--- src/rtl/shift_reg_n_if.sv ---
`default_nettype none
// ============================================================================
//  Module   : shift_reg_n_if
//  Brief    : Control/data bundle for the shift_reg_n universal shift register.
//             The master side drives enable, mode, serial and parallel data.
//             The slave side (the register) returns its state and decodes.
//  Revision : 1.0 - initial release
// ============================================================================
interface shift_reg_n_if #(
   parameter int WIDTH = 8
);
   localparam int CW = $clog2(WIDTH + 1);

   logic             en;
   logic [1:0]       mode;
   logic             sin;
   logic [WIDTH-1:0] pin;
   logic [WIDTH-1:0] q;
   logic             sout_r;
   logic             sout_l;
   logic [CW-1:0]    cnt;
   logic             full;

   modport master (
      output en, mode, sin, pin,
      input  q, sout_r, sout_l, cnt, full
   );

   modport slave (
      input  en, mode, sin, pin,
      output q, sout_r, sout_l, cnt, full
   );
endinterface
`default_nettype wire

--- src/rtl/shift_reg_n.sv ---
`default_nettype none
// ============================================================================
//  Module   : shift_reg_n
//  Brief    : WIDTH-bit universal shift register with hold, shift right,
//             shift left and parallel load modes. A saturating counter
//             reports the number of shifts since the last load or reset, so
//             the block can act as a serialiser (PISO) or deserialiser (SIPO).
//             Optional build macro SHIFT_REG_ROTATE_EN turns both shift modes
//             into rotates; sin is then ignored.
//  Revision : 1.0 - initial release
// ============================================================================
module shift_reg_n #(
   parameter int               WIDTH     = 8,
   parameter logic [WIDTH-1:0] RESET_VAL = {WIDTH{1'b0}}
) (
   input  wire          clk,
   input  wire          rst,
   shift_reg_n_if.slave bus
);
   localparam int            CW          = $clog2(WIDTH + 1);
   localparam logic [CW-1:0] c_CNT_MAX   = CW'(WIDTH);
   localparam logic [CW-1:0] c_CNT_ONE   = CW'(1);
   localparam logic [CW-1:0] c_CNT_ZERO  = '0;

   localparam logic [1:0] c_MODE_HOLD  = 2'b00;
   localparam logic [1:0] c_MODE_RIGHT = 2'b01;
   localparam logic [1:0] c_MODE_LEFT  = 2'b10;
   localparam logic [1:0] c_MODE_LOAD  = 2'b11;

   logic [WIDTH-1:0] r_q;
   logic [CW-1:0]    r_cnt;
   logic             w_fill_r;
   logic             w_fill_l;
   logic [CW-1:0]    w_cnt_next;

   // Bits entering the vacated end: the opposite end of q when rotating,
   // otherwise the serial input.
`ifdef SHIFT_REG_ROTATE_EN
   assign w_fill_r = r_q[0];
   assign w_fill_l = r_q[WIDTH-1];
`else
   assign w_fill_r = bus.sin;
   assign w_fill_l = bus.sin;
`endif

   // Shift counter advances in either direction and sticks at WIDTH.
   assign w_cnt_next = (r_cnt < c_CNT_MAX) ? (r_cnt + c_CNT_ONE) : c_CNT_MAX;

   // Register and counter update: reset, then enable, then mode.
   always_ff @(posedge clk) begin
      if (rst) begin
         r_q   <= RESET_VAL;
         r_cnt <= c_CNT_ZERO;
      end else if (bus.en) begin
         case (bus.mode)
            c_MODE_HOLD: begin
               r_q   <= r_q;
               r_cnt <= r_cnt;
            end
            c_MODE_RIGHT: begin
               r_q   <= {w_fill_r, r_q[WIDTH-1:1]};
               r_cnt <= w_cnt_next;
            end
            c_MODE_LEFT: begin
               r_q   <= {r_q[WIDTH-2:0], w_fill_l};
               r_cnt <= w_cnt_next;
            end
            c_MODE_LOAD: begin
               r_q   <= bus.pin;
               r_cnt <= c_CNT_ZERO;
            end
            default: begin
               r_q   <= r_q;
               r_cnt <= r_cnt;
            end
         endcase
      end
   end

   // Outputs are pure decodes of registered state (no input-to-output path).
   assign bus.q      = r_q;
   assign bus.cnt    = r_cnt;
   assign bus.sout_r = r_q[0];
   assign bus.sout_l = r_q[WIDTH-1];
   assign bus.full   = (r_cnt == c_CNT_MAX);

endmodule
`default_nettype wire

--- src/flat_wrapper.sv ---
// flat-port wrapper written by rule: the top's interface ports become plain ports
module shift_reg_n_flat 
#(
   parameter int               WIDTH     = 8,
   parameter logic [WIDTH-1:0] RESET_VAL = {WIDTH{1'b0}}
)
  (clk, rst, bus_en, bus_mode, bus_sin, bus_pin, bus_q, bus_sout_r, bus_sout_l, bus_cnt, bus_full);
  shift_reg_n_if #(.WIDTH(WIDTH)) bus_i ();
  input  wire clk;
  input  wire rst;
  input wire logic [$bits(bus_i.en)-1:0] bus_en;
  input wire logic [$bits(bus_i.mode)-1:0] bus_mode;
  input wire logic [$bits(bus_i.sin)-1:0] bus_sin;
  input wire logic [$bits(bus_i.pin)-1:0] bus_pin;
  output wire logic [$bits(bus_i.q)-1:0] bus_q;
  output wire logic [$bits(bus_i.sout_r)-1:0] bus_sout_r;
  output wire logic [$bits(bus_i.sout_l)-1:0] bus_sout_l;
  output wire logic [$bits(bus_i.cnt)-1:0] bus_cnt;
  output wire logic [$bits(bus_i.full)-1:0] bus_full;
  assign bus_i.en = bus_en;
  assign bus_i.mode = bus_mode;
  assign bus_i.sin = bus_sin;
  assign bus_i.pin = bus_pin;
  assign bus_q = bus_i.q;
  assign bus_sout_r = bus_i.sout_r;
  assign bus_sout_l = bus_i.sout_l;
  assign bus_cnt = bus_i.cnt;
  assign bus_full = bus_i.full;
  shift_reg_n #(.WIDTH(WIDTH), .RESET_VAL(RESET_VAL)) u_core (.clk(clk), .rst(rst), .bus(bus_i));
endmodule
--- config.mk ---
export PLATFORM = sky130hd
export DESIGN_NAME = shift_reg_n_flat
export DESIGN_NICKNAME = d
export VERILOG_FILES = /design/src/rtl/shift_reg_n_if.sv /design/src/rtl/shift_reg_n.sv /design/src/flat_wrapper.sv
export SDC_FILE = /design/constraint.sdc
export NUM_CORES = 1
export LEC_CHECK = 0
export ABC_AREA = 1
export CAP_MARGIN = 5
export CORE_UTILIZATION = 37
export DETAILED_ROUTE_END_ITERATION = 10
export GPL_TIMING_DRIVEN = 0
export PLACE_DENSITY = 0.81
export SLEW_MARGIN = 20
export SYNTH_ARGS = -nofsm -noshare
export SYNTH_HDL_FRONTEND = slang
export SYNTH_SLANG_ARGS = --single-unit
export TNS_END_PERCENT = 10
--- constraint.sdc ---
create_clock -name clk -period 2.4 [get_ports clk]
set_input_delay 0.36 -clock clk [delete_from_list [all_inputs] [get_ports clk]]
set_output_delay 0.36 -clock clk [all_outputs]
set_load 0.1 [all_outputs]
Word-level counts from Yosys, hierarchy flattened
Cells that the tools add are included.
- add/sub/neg operators: 1
- $lt $le $gt $ge: 1
- eq/ne operators: 4
- multiplexer cells: 3
- bitwise logic cells: 1
- reduce and logical (&&, ||, !) cells: 3
- operators with widths (operator ; number):
    $pmux W8 S3 ; 1
    $pmux W4 S2 ; 1
    $add A4 B1 Y4 const B ; 1
    $eq A2 B2 Y1 const B ; 2
    $eq A4 B4 Y1 const B ; 1
    $lt A4 B4 Y1 const B ; 1
    $mux W4 ; 1
    $eq A2 B1 Y1 const B ; 1
    $logic_not A2 Y1 ; 1
    $reduce_and A2 Y1 ; 1
    $reduce_or A2 Y1 ; 1
    $not A1 Y1 ; 1
- bits in registers: 12
- input port bits: 14
- output and inout bits: 15
- word-level logic and storage cells: 15

Depth between registers and ports, before layout
Gate-level depths: netlist (run 1).
- depth in word-level cells: 3
- depth in mapped cells: 6
- depth with buffers taken out: 6

Worst setup path before layout (run 1)
No wires, ideal clock.
- path type: register -> output
- start point: register u_core.r_cnt[0], in the netlist u_core.bus.cnt[0]
- end point: output port bus_full
- arrival time: 2.382 ns
- data required time: 2.040 ns
- path slack: -0.342 ns
- stages on the path, launching flop included: 5
- path buffers: 0
- cells stage by stage: dfxtp_1 inv_1 ha_1 nand2_1 nor2_1
- cells in the longest elaborated chain, start to end: 1
- RTL lines (item ; RTL line ; RTL):
    from (decl) ; shift_reg_n.sv:31 ; logic [CW-1:0] r_cnt;
    from (signal assigned) ; shift_reg_n.sv:53 ; r_cnt <= c_CNT_ZERO;
    from (signal assigned) ; shift_reg_n.sv:58 ; r_cnt <= r_cnt;
    from (signal assigned) ; shift_reg_n.sv:62 ; r_cnt <= w_cnt_next;
    $eq A4 B4 Y1 ; shift_reg_n.sv:85 ; assign bus.full = (r_cnt == c_CNT_MAX);
    to (decl) ; flat_wrapper.sv:19 ; output wire logic [$bits(bus_i.full)-1:0] bus_full;
No other way between the ends.

Worst setup path in the final report (run 1)
- start point: register u_core.r_q[7], in the netlist u_core.bus.q[7]
- end point: output port bus_q[7]
- RTL lines (item ; RTL line ; RTL):
    from (decl) ; shift_reg_n.sv:30 ; logic [WIDTH-1:0] r_q;
    from (signal assigned) ; shift_reg_n.sv:57 ; r_q <= r_q;
    from (signal assigned) ; shift_reg_n.sv:61 ; r_q <= {w_fill_r, r_q[WIDTH-1:1]};
    from (signal assigned) ; shift_reg_n.sv:65 ; r_q <= {r_q[WIDTH-2:0], w_fill_l};
    to (decl) ; flat_wrapper.sv:15 ; output wire logic [$bits(bus_i.q)-1:0] bus_q;
No word-level cell between the ends.

==> impl_metrics.csv, run 1 <==
group,metric,value,unit
timing,clock-skew-final,0.000552,ns
global_route,grt_pass1_wl,2750,um
clocking,cts_tree,"built",
placed_design,io_buffers,28,
timing,fin_crit_sh,0.937,
global_route,grt_max_degree,11,
route,wl_per_cell,9.91,um
clocking,cts.clk_slew.worst_paths,0.07,ns
worst_hold_path,hp-class,"register to register",
worst_hold_path,min_to,"u_core.bus.cnt[3]",
layout,nFillCells,191,
critical_path,crit_chain,"buf_4 > clkdlybuf4s50_1",
layout,nets,168,
timing,hold_viol,0,
critical_path,worst-endpoint-required,2.04,ns
route,drcViolationCount,0,
floorplanning,rows,15,
critical_path,start_kind,"register",
critical_path,r2r_end,"u_core.bus.cnt[1]",
clocking,cts-buffers-inserted,3,
global_route,antenna_found_initial,0,
layout,antennaDiodeCount,0,
worst_hold_path,hold_depth,2,
route,ant_nets,0,
global_route,grt_usage,0.182,
power,p_leak,0.490,nW
critical_path,cp.arrival,1.89,ns
global_route,overflow,0,
worst_hold_path,hp-start,"u_core.bus.cnt[0]",
logic_synthesis,synthDistinctLibCells,16,
power,peakVddDrop,0.343,mV
critical_path,setup.worst_path.end_class,"output port",
placed_design,post-dp-hpwl,1290,um
clocking,postCtsHoldBufs,0,
critical_path,slowest_delay,1.12,ns
clocking,clk_latency,0.27,ns
clocking,cts_max_level,1,
timing,whs,0.540,ns
layout,area_growth,45.7,%
global_route,grt_pass1_vias,646,
placed_design,dp.cells,172,
floorplanning,initial_core_util,0.408,
timing,final-max-slew-violation-count,0,
floorplanning,die_w,46.6,um
logic_synthesis,synth_area,734,um2
logic_synthesis,synth_warnings,0,
timing,max_clock_freq,445,MHz
logic_synthesis,netlist_instances,119,
power,power.density,543,nW/um2
route,drt_pass1_iterations,4,
layout,layout_commonest_cell,"nand2_1",
critical_path,worstPathMaxFanout,4,
run_status,status,"finished clean",
logic_synthesis,syn-num-nets,135,
timing,fin_crit,2.25,ns
clocking,clock_sinks,12,
layout,most-common-layout-cells,"nand2_1, clkdlybuf4s50_1, nor2_1, dfxtp_1, o21ai_0",
floorplanning,die_h,46.6,um
clocking,cts_root_buffer,"clkbuf_4",
route,drt_iter0_markers,12,
critical_path,worstReg2RegStart,"u_core.bus.cnt[0]",
floorplanning,die_area,2170,um2
timing,setup-violations-final,0,
floorplanning,io_pins,29,
critical_path,regToRegSetupSlack,1.22,ns
route,vias,830,
route,vias_per_cell,4.74,
critical_path,cpMaxStageDelayCell,"clkdlybuf4s50_1",
logic_synthesis,synth_seq_area_share,0.327,
critical_path,ff2ff_path_depth,6,
timing,tns,0,ns
critical_path,crit_type,"register to output port",
placed_design,routabilityCongestion,0.804,
timing,tightest_slew,0.968,ns
layout,drive_gt1_frac,0.113,
job,maxCapViolations,0,
timing,slew_headroom,0.352,
route,drt-total-wl,1730,um
floorplanning,core,1800,um2
timing,rsz0062_at_grt,"no",
clocking,clockBufferDepth,2,
layout,final_cells,175,
logic_synthesis,ys_ff_latch,12,
logic_synthesis,syn_area_per_cell,6.17,um2
critical path: cells and delay by family, from the launching register on:
family	cells	cell delay, ns
flip-flops	1	0.37
buffers and inverters	2	1.24
Yosys cell counts:
master / instances / area (um2)
nand3_1: 3 / 15.0
o21ai_0: 10 / 50.1
nor2_4: 2 / 22.5
nand3_2: 1 / 10.0
clkbuf_2: 1 / 5.00
a21oi_2: 2 / 17.5
a21oi_1: 1 / 5.00
buf_4: 2 / 15.0
ha_1: 2 / 25.0
nor2_1: 19 / 71.3
dfxtp_1: 12 / 240
nor2_2: 1 / 6.26
inv_2: 2 / 7.51
inv_1: 9 / 33.8
nand2_1: 50 / 188
buf_6: 2 / 22.5
power breakdown:
group	total, mW	switching (mW)	internal, mW
Sequential	0.225	0.0130	0.212
Clock	0.125	0.0672	0.0582
Combinational	0.231	0.161	0.0707
metrics by stage:
stage               total power [mW]  cell area (um2)  worst slack (ns)   util
floorplan                      0.396              737             0.109      -
global placement               0.459             1050             0.166  0.582
finish                         0.581             1070             0.152  0.594
detailed placement             0.461             1050             0.182  0.582
global route                   0.612             1070            0.0475  0.594
CTS                            0.584             1070             0.140  0.594
layer usage:
metal  routed length (um)  global-route usage
met1                  785               0.236
met2                  759               0.264
met3                  151              0.0510
met4                   38               0.106
met5                    0                   0
layout make-up:
type / instances / area [um2] / area share
sequential: 12 / 240 / 0.225
multi-input combinational: 91 / 413 / 0.386
inverter: 11 / 41.3 / 0.0386
clock buffer: 3 / 22.5 / 0.0211
timing repair buffer: 28 / 279 / 0.261
tap: 25 / 31.3 / 0.0292
buffer: 5 / 42.5 / 0.0398
what timing repair did:
| action | 4_1_cts | 5_1_grt |
|---|---|---|
| hold endpoints to repair | 0 | 0 |
| setup buffers | 0 | 0 |
| setup endpoints to repair | 1 | 0 |
| gates resized for setup | 1 | 0 |
worst max-delay path by stage:
stage                     cells past startpoint         startpoint        to
after floorplan                               4  u_core.bus.cnt[0]  bus_full
after CTS                                     2    u_core.bus.q[7]  bus_q[7]
final                                         2    u_core.bus.q[7]  bus_q[7]
after global routing                          5  u_core.bus.cnt[0]  bus_full
after global placement                        5  u_core.bus.cnt[0]  bus_full
after detailed placement                      5  u_core.bus.cnt[0]  bus_full
logic make-up after synthesis:
| family | share of synthesized area |
|---|---|
| AO/OA/AOI/OAI | 0.0988 |
| buffers and inverters | 0.114 |
| AND/OR/NAND/NOR | 0.426 |
| flip-flops | 0.327 |
| adder cells (fa/ha/maj) | 0.0341 |
sequential cells by signal, indices dropped and copies added, names as in the netlist:
signal / flops
u_core.bus.q: 8
u_core.bus.cnt: 4
(Power assumes the default switching activity.)
==> inputs of run 2 (changes only) <==
--- a/config.mk
+++ b/config.mk
@@ -7,10 +7,12 @@
 export LEC_CHECK = 0
 export ABC_AREA = 1
 export CAP_MARGIN = 5
-export CORE_UTILIZATION = 37
+export CELL_PAD_IN_SITES_DETAIL_PLACEMENT = 0
+export CELL_PAD_IN_SITES_GLOBAL_PLACEMENT = 2
+export CORE_UTILIZATION = 22
 export DETAILED_ROUTE_END_ITERATION = 10
 export GPL_TIMING_DRIVEN = 0
-export PLACE_DENSITY = 0.81
+export PLACE_DENSITY = 0.92
 export SLEW_MARGIN = 20
 export SYNTH_ARGS = -nofsm -noshare
 export SYNTH_HDL_FRONTEND = slang
==> run 2 against run 1 <==
- count of clock-buffer cells in the layout unchanged
- cell count rose by 11%
- die area rose by 65%
- routed wire length grew 18%
- maximum frequency up 0.20%
- global-route usage down 5.5 points
- sequential cell count did not move
==> impl_metrics.csv, run 2 (synthesized netlist as in run 1, its figures left out) <==
group,metric,value,unit
route,drt_iter0_markers,17,
route,drt-met1-wl,1050,um
floorplanning,die_w,59.8,um
floorplanning,die_h,59.8,um
clocking,cts_root_buffer,"clkbuf_4",
critical_path,crit_chain,"inv_1 > ha_1 > nand2_1 > nor2_2 > dlygate4sd2_1",
route,highest_layer,"met4",
placed_design,io_buffers,28,
critical_path,setup.worst_path.end_class,"output port",
floorplanning,io_pins,29,
placed_design,routabilityCongestion,0.801,
clocking,cts.clk_slew.worst_paths,0.08,ns
global_route,overflow,0,
route,vias_per_cell,4.07,
global_route,grt_pass1_vias,760,
layout,final_util,0.352,
clocking,cts_setup_buffers,0,
floorplanning,core,3100,um2
layout,regArea,240,um2
layout,nets,168,
timing,tightest_slew,0.972,ns
timing,clock-skew-final,0.000505,ns
route,wl_per_cell,10.5,um
power,power.density,535,nW/um2
critical_path,worst-endpoint-required,2.04,ns
clocking,cts_max_level,1,
critical_path,cp.arrival,1.88,ns
layout,largest_reg_flops,8,
route,wl_met3,106,um
timing,tns,0,ns
timing,max_clock_freq,446,MHz
layout,drive_gt1_frac,0.113,
timing,hold_viol,0,
placed_design,post-dp-hpwl,1470,um
timing,slew_headroom,0.350,
clocking,cts-buffers-inserted,3,
timing,final-max-slew-violation-count,0,
critical_path,crit_type,"register to output port",
timing,setup-violations-final,0,
power,total_power,0.585,mW
run_status,status,"finished clean",
timing,fin_crit_sh,0.935,
power,peakVddDrop,0.152,mV
route,drt-total-wl,2040,um
critical_path,critical-path-top-delay-family,"buffers and inverters",
layout,layout_commonest_cell,"nand2_1",
floorplanning,rows,20,
timing,rsz0062_at_grt,"no",
global_route,grt_max_degree,11,
global_route,grt_pass1_wl,3370,um
floorplanning,initial_core_util,0.237,
layout,multi_input_area,413,um2
floorplanning,die_area,3570,um2
layout,area_growth,48.9,%
clocking,clk_latency,0.27,ns
global_route,grt_usage,0.127,
layout,nFillCells,369,
layout,most-common-layout-cells,"nand2_1, clkdlybuf4s50_1, nor2_1, dfxtp_1, o21ai_0",
route,ant_nets,0,
critical_path,worstPathMaxFanout,5,
critical_path,start_kind,"register",
route,vias,790,
timing,fin_crit,2.24,ns
clocking,postCtsHoldBufs,0,
route,drt_pass1_iterations,2,
route,drcViolationCount,0,
job,maxCapViolations,0,
clocking,clockBufferDepth,2,
clocking,cts_tree,"built",
clocking,clock_sinks,12,
critical_path,critPathBufInv,2,
critical_path,cpMaxStageDelayCell,"dlygate4sd2_1",
clocking,cts_resized,1,
critical_path,slowest_delay,0.85,ns
route,wl_met2,875,um
layout,antennaDiodeCount,0,
global_route,antenna_found_initial,0,
worst_hold_path,hp-class,"register to register",
power,p_leak,0.490,nW
==> run 2: cell counts in the layout (fill, tap and decap cells not counted) <==
Identical to the previous run, type by type.
==> run 2: worst paths after layout <==
path / startpoint / endpoint / slack, ns / depth (start not counted)
hold reg to reg: u_core.bus.cnt[0] / u_core.bus.cnt[3] / 0.54 / 2
setup reg to reg: u_core.bus.cnt[0] / u_core.bus.cnt[1] / 1.19 / 6
setup / recovery: u_core.bus.cnt[0] / bus_full / 0.16 / 5
hold / removal: u_core.bus.cnt[0] / u_core.bus.cnt[3] / 0.54 / 2
==> run 2: cell type report <==
type                       instances  area share
multi-input combinational         91       0.378
timing repair buffer              28       0.255
sequential                        12       0.220
tap                               44      0.0503
buffer                             5      0.0389
inverter                          11      0.0378
clock buffer                       3      0.0206
==> run 2: per-stage QoR <==
step / cell area, um2 / hold WS [ns] / instances / setup slack, ns
6_report: 1090 / 0.538 / 194 / 0.157
5_1_grt: 1090 / 0.557 / 194 / 0.0533
4_1_cts: 1090 / 0.541 / 194 / 0.141
3_5_place_dp: 1070 / 0.532 / 191 / 0.181
3_3_place_gp: 1070 / 0.522 / 191 / 0.169
2_1_floorplan: 737 / 0.422 / 119 / 0.109
==> run 2: power by group <==
group	total (mW)	internal, mW	leakage, nW	switching, mW
Clock	0.126	0.0580	0.0138	0.0677
Sequential	0.225	0.212	0.0986	0.0134
Combinational	0.234	0.0707	0.378	0.163
==> run 2: tightest hold or removal path, delay by kind of cell (launching register included) <==
family           cells  cell delay, ns
AND/OR/NAND/NOR      1            0.09
AO/OA/AOI/OAI        1            0.05
flip-flops           1            0.36
==> run 2: layer usage <==
metal / track usage / up-vias
met5: 0 / -
li1: - / 423
met2: 0.190 / 22
met3: 0.0260 / 2
met4: 0.0498 / 0
met1: 0.176 / 343
==> inputs of run 3 (changes only) <==
--- a/config.mk
+++ b/config.mk
@@ -9,6 +9,7 @@
 export CAP_MARGIN = 5
 export CELL_PAD_IN_SITES_DETAIL_PLACEMENT = 0
 export CELL_PAD_IN_SITES_GLOBAL_PLACEMENT = 2
+export CORE_ASPECT_RATIO = 1.4
 export CORE_UTILIZATION = 22
 export DETAILED_ROUTE_END_ITERATION = 10
 export GPL_TIMING_DRIVEN = 0
==> run 3 against run 2 <==
- cell count fell by 2.1%
- critical path type unchanged
- via count rose by 0.38%
- critical endpoint is now bus_q[0]
- clock skew barely moved
==> impl_metrics.csv, run 3 (synthesized netlist as in run 1, its figures left out) <==
group,metric,value,unit
global_route,grt_max_degree,11,
timing,fin_crit_sh,0.925,
job,maxCapViolations,0,
layout,area_growth,52.5,%
floorplanning,io_pins,29,
critical_path,setup.worst_path.end_class,"output port",
power,peakVddDrop,0.241,mV
worst_hold_path,hp-start,"u_core.bus.cnt[0]",
clocking,cts-buffers-inserted,3,
critical_path,crit_type,"register to output port",
layout,largest_reg_flops,8,
clocking,cts_setup_buffers,0,
worst_hold_path,hp-class,"register to register",
timing,setup-violations-final,0,
timing,tightest_slew,0.969,ns
timing,max_clock_freq,450,MHz
timing,hold_viol,0,
clocking,clock_sinks,12,
critical_path,regToRegSetupSlack,1.21,ns
floorplanning,core,3150,um2
critical_path,cp-startpoint,"u_core.bus.q[0]",
route,wl_per_cell,9.39,um
layout,nets,168,
placed_design,post-dp-hpwl,1340,um
route,vias,793,
power,power.density,607,nW/um2
layout,final_util,0.355,
layout,nFillCells,362,
timing,rsz0062_at_grt,"no",
critical_path,cp.arrival,1.86,ns
timing,clock-skew-final,0.000855,ns
critical_path,r2r_end,"u_core.bus.cnt[1]",
layout,antennaDiodeCount,0,
placed_design,io_buffers,28,
clocking,cts_max_level,1,
route,drt_iter0_markers,7,
route,drt-total-wl,1780,um
critical_path,worstPathMaxFanout,4,
clocking,clockBufferDepth,2,
global_route,antenna_found_initial,0,
clocking,cts_root_buffer,"clkbuf_8",
clocking,clk_latency,0.24,ns
timing,tns,0,ns
critical_path,worst-endpoint-required,2.04,ns
global_route,overflow,0,
global_route,grt_pass1_wl,2910,um
clocking,cts.clk_slew.worst_paths,0.05,ns
power,p_leak,0.505,nW
route,vias_per_cell,4.17,
layout,most-common-layout-cells,"nand2_1, clkdlybuf4s50_1, nor2_1, dfxtp_1, o21ai_0",
critical_path,ff2ff_path_depth,6,
critical_path,worstReg2RegStart,"u_core.bus.cnt[0]",
floorplanning,initial_core_util,0.233,
placed_design,routabilityCongestion,0.688,
floorplanning,rows,24,
global_route,grt_usage,0.106,
route,drt_pass1_iterations,3,
timing,fin_crit,2.22,ns
worst_hold_path,hold_depth,2,
route,ant_nets,0,
floorplanning,die_w,50.8,um
timing,final-max-slew-violation-count,0,
timing,slew_headroom,0.352,
clocking,cts_tree,"built",
critical_path,start_kind,"register",
floorplanning,die_h,70.4,um
floorplanning,die_area,3580,um2
route,drcViolationCount,0,
layout,layout_commonest_cell,"nand2_1",
global_route,grt_pass1_vias,696,
worst_hold_path,min_to,"u_core.bus.cnt[3]",
layout,drive_gt1_frac,0.119,
run_status,status,"finished clean",
[run 3: routing by layer]
metal  share of wire  track usage  up-vias  wire [um]
met5               0            0        -          0
met4           0.020       0.0556        0         36
met3           0.050       0.0240        5         90
met2            0.44        0.156       22        792
met1            0.48        0.141      341        864
li1                -            -      425          -
[run 3: repair_timing]
item,in CTS,in global routing
hold endpoints to repair,0,0
hold buffers,0,0
resized for setup,1,0
setup endpoints to repair,1,0
[run 3: per-stage QoR]
stage	setup slack, ns	area (um2)	hold slack (ns)	power, mW	std cells
floorplan	0.109	737	0.422	0.396	119
global placement	0.188	1070	0.522	0.462	186
detailed placement	0.179	1070	0.524	0.462	186
CTS	0.170	1120	0.539	0.691	190
global route	0.134	1120	0.555	0.710	190
finish	0.179	1120	0.537	0.680	190
[run 3: where the power goes]
group | switching (mW) | internal (mW) | leakage (nW) | total, mW
Clock | 0.0787 | 0.145 | 0.0288 | 0.224
Sequential | 0.0133 | 0.212 | 0.0986 | 0.225
Combinational | 0.160 | 0.0705 | 0.378 | 0.231
[run 3: layout make-up]
class	count	area (um2)	area share
well taps	39	48.8	0.0436
repair buffers	28	279	0.249
inverters	11	41.3	0.0369
clock buffers	4	55.1	0.0492
multi-input cells	91	413	0.369
flip-flops and latches	12	240	0.215
plain buffers	5	42.5	0.0380
[run 3: how the worst max path moves through the flow]
stage	cells past startpoint	slack (ns)	to
after detailed placement	5	0.18	bus_full
after global routing	5	0.13	bus_full
after CTS	2	0.17	bus_q[0]
after floorplan	4	0.11	bus_full
after global placement	5	0.19	bus_full
final	2	0.18	bus_q[0]
[run 3: worst max-delay path: stages, from the launching register on]
cell             delay, ns
dfxtp_1               0.38
buf_4                 0.12
clkdlybuf4s50_1       1.11
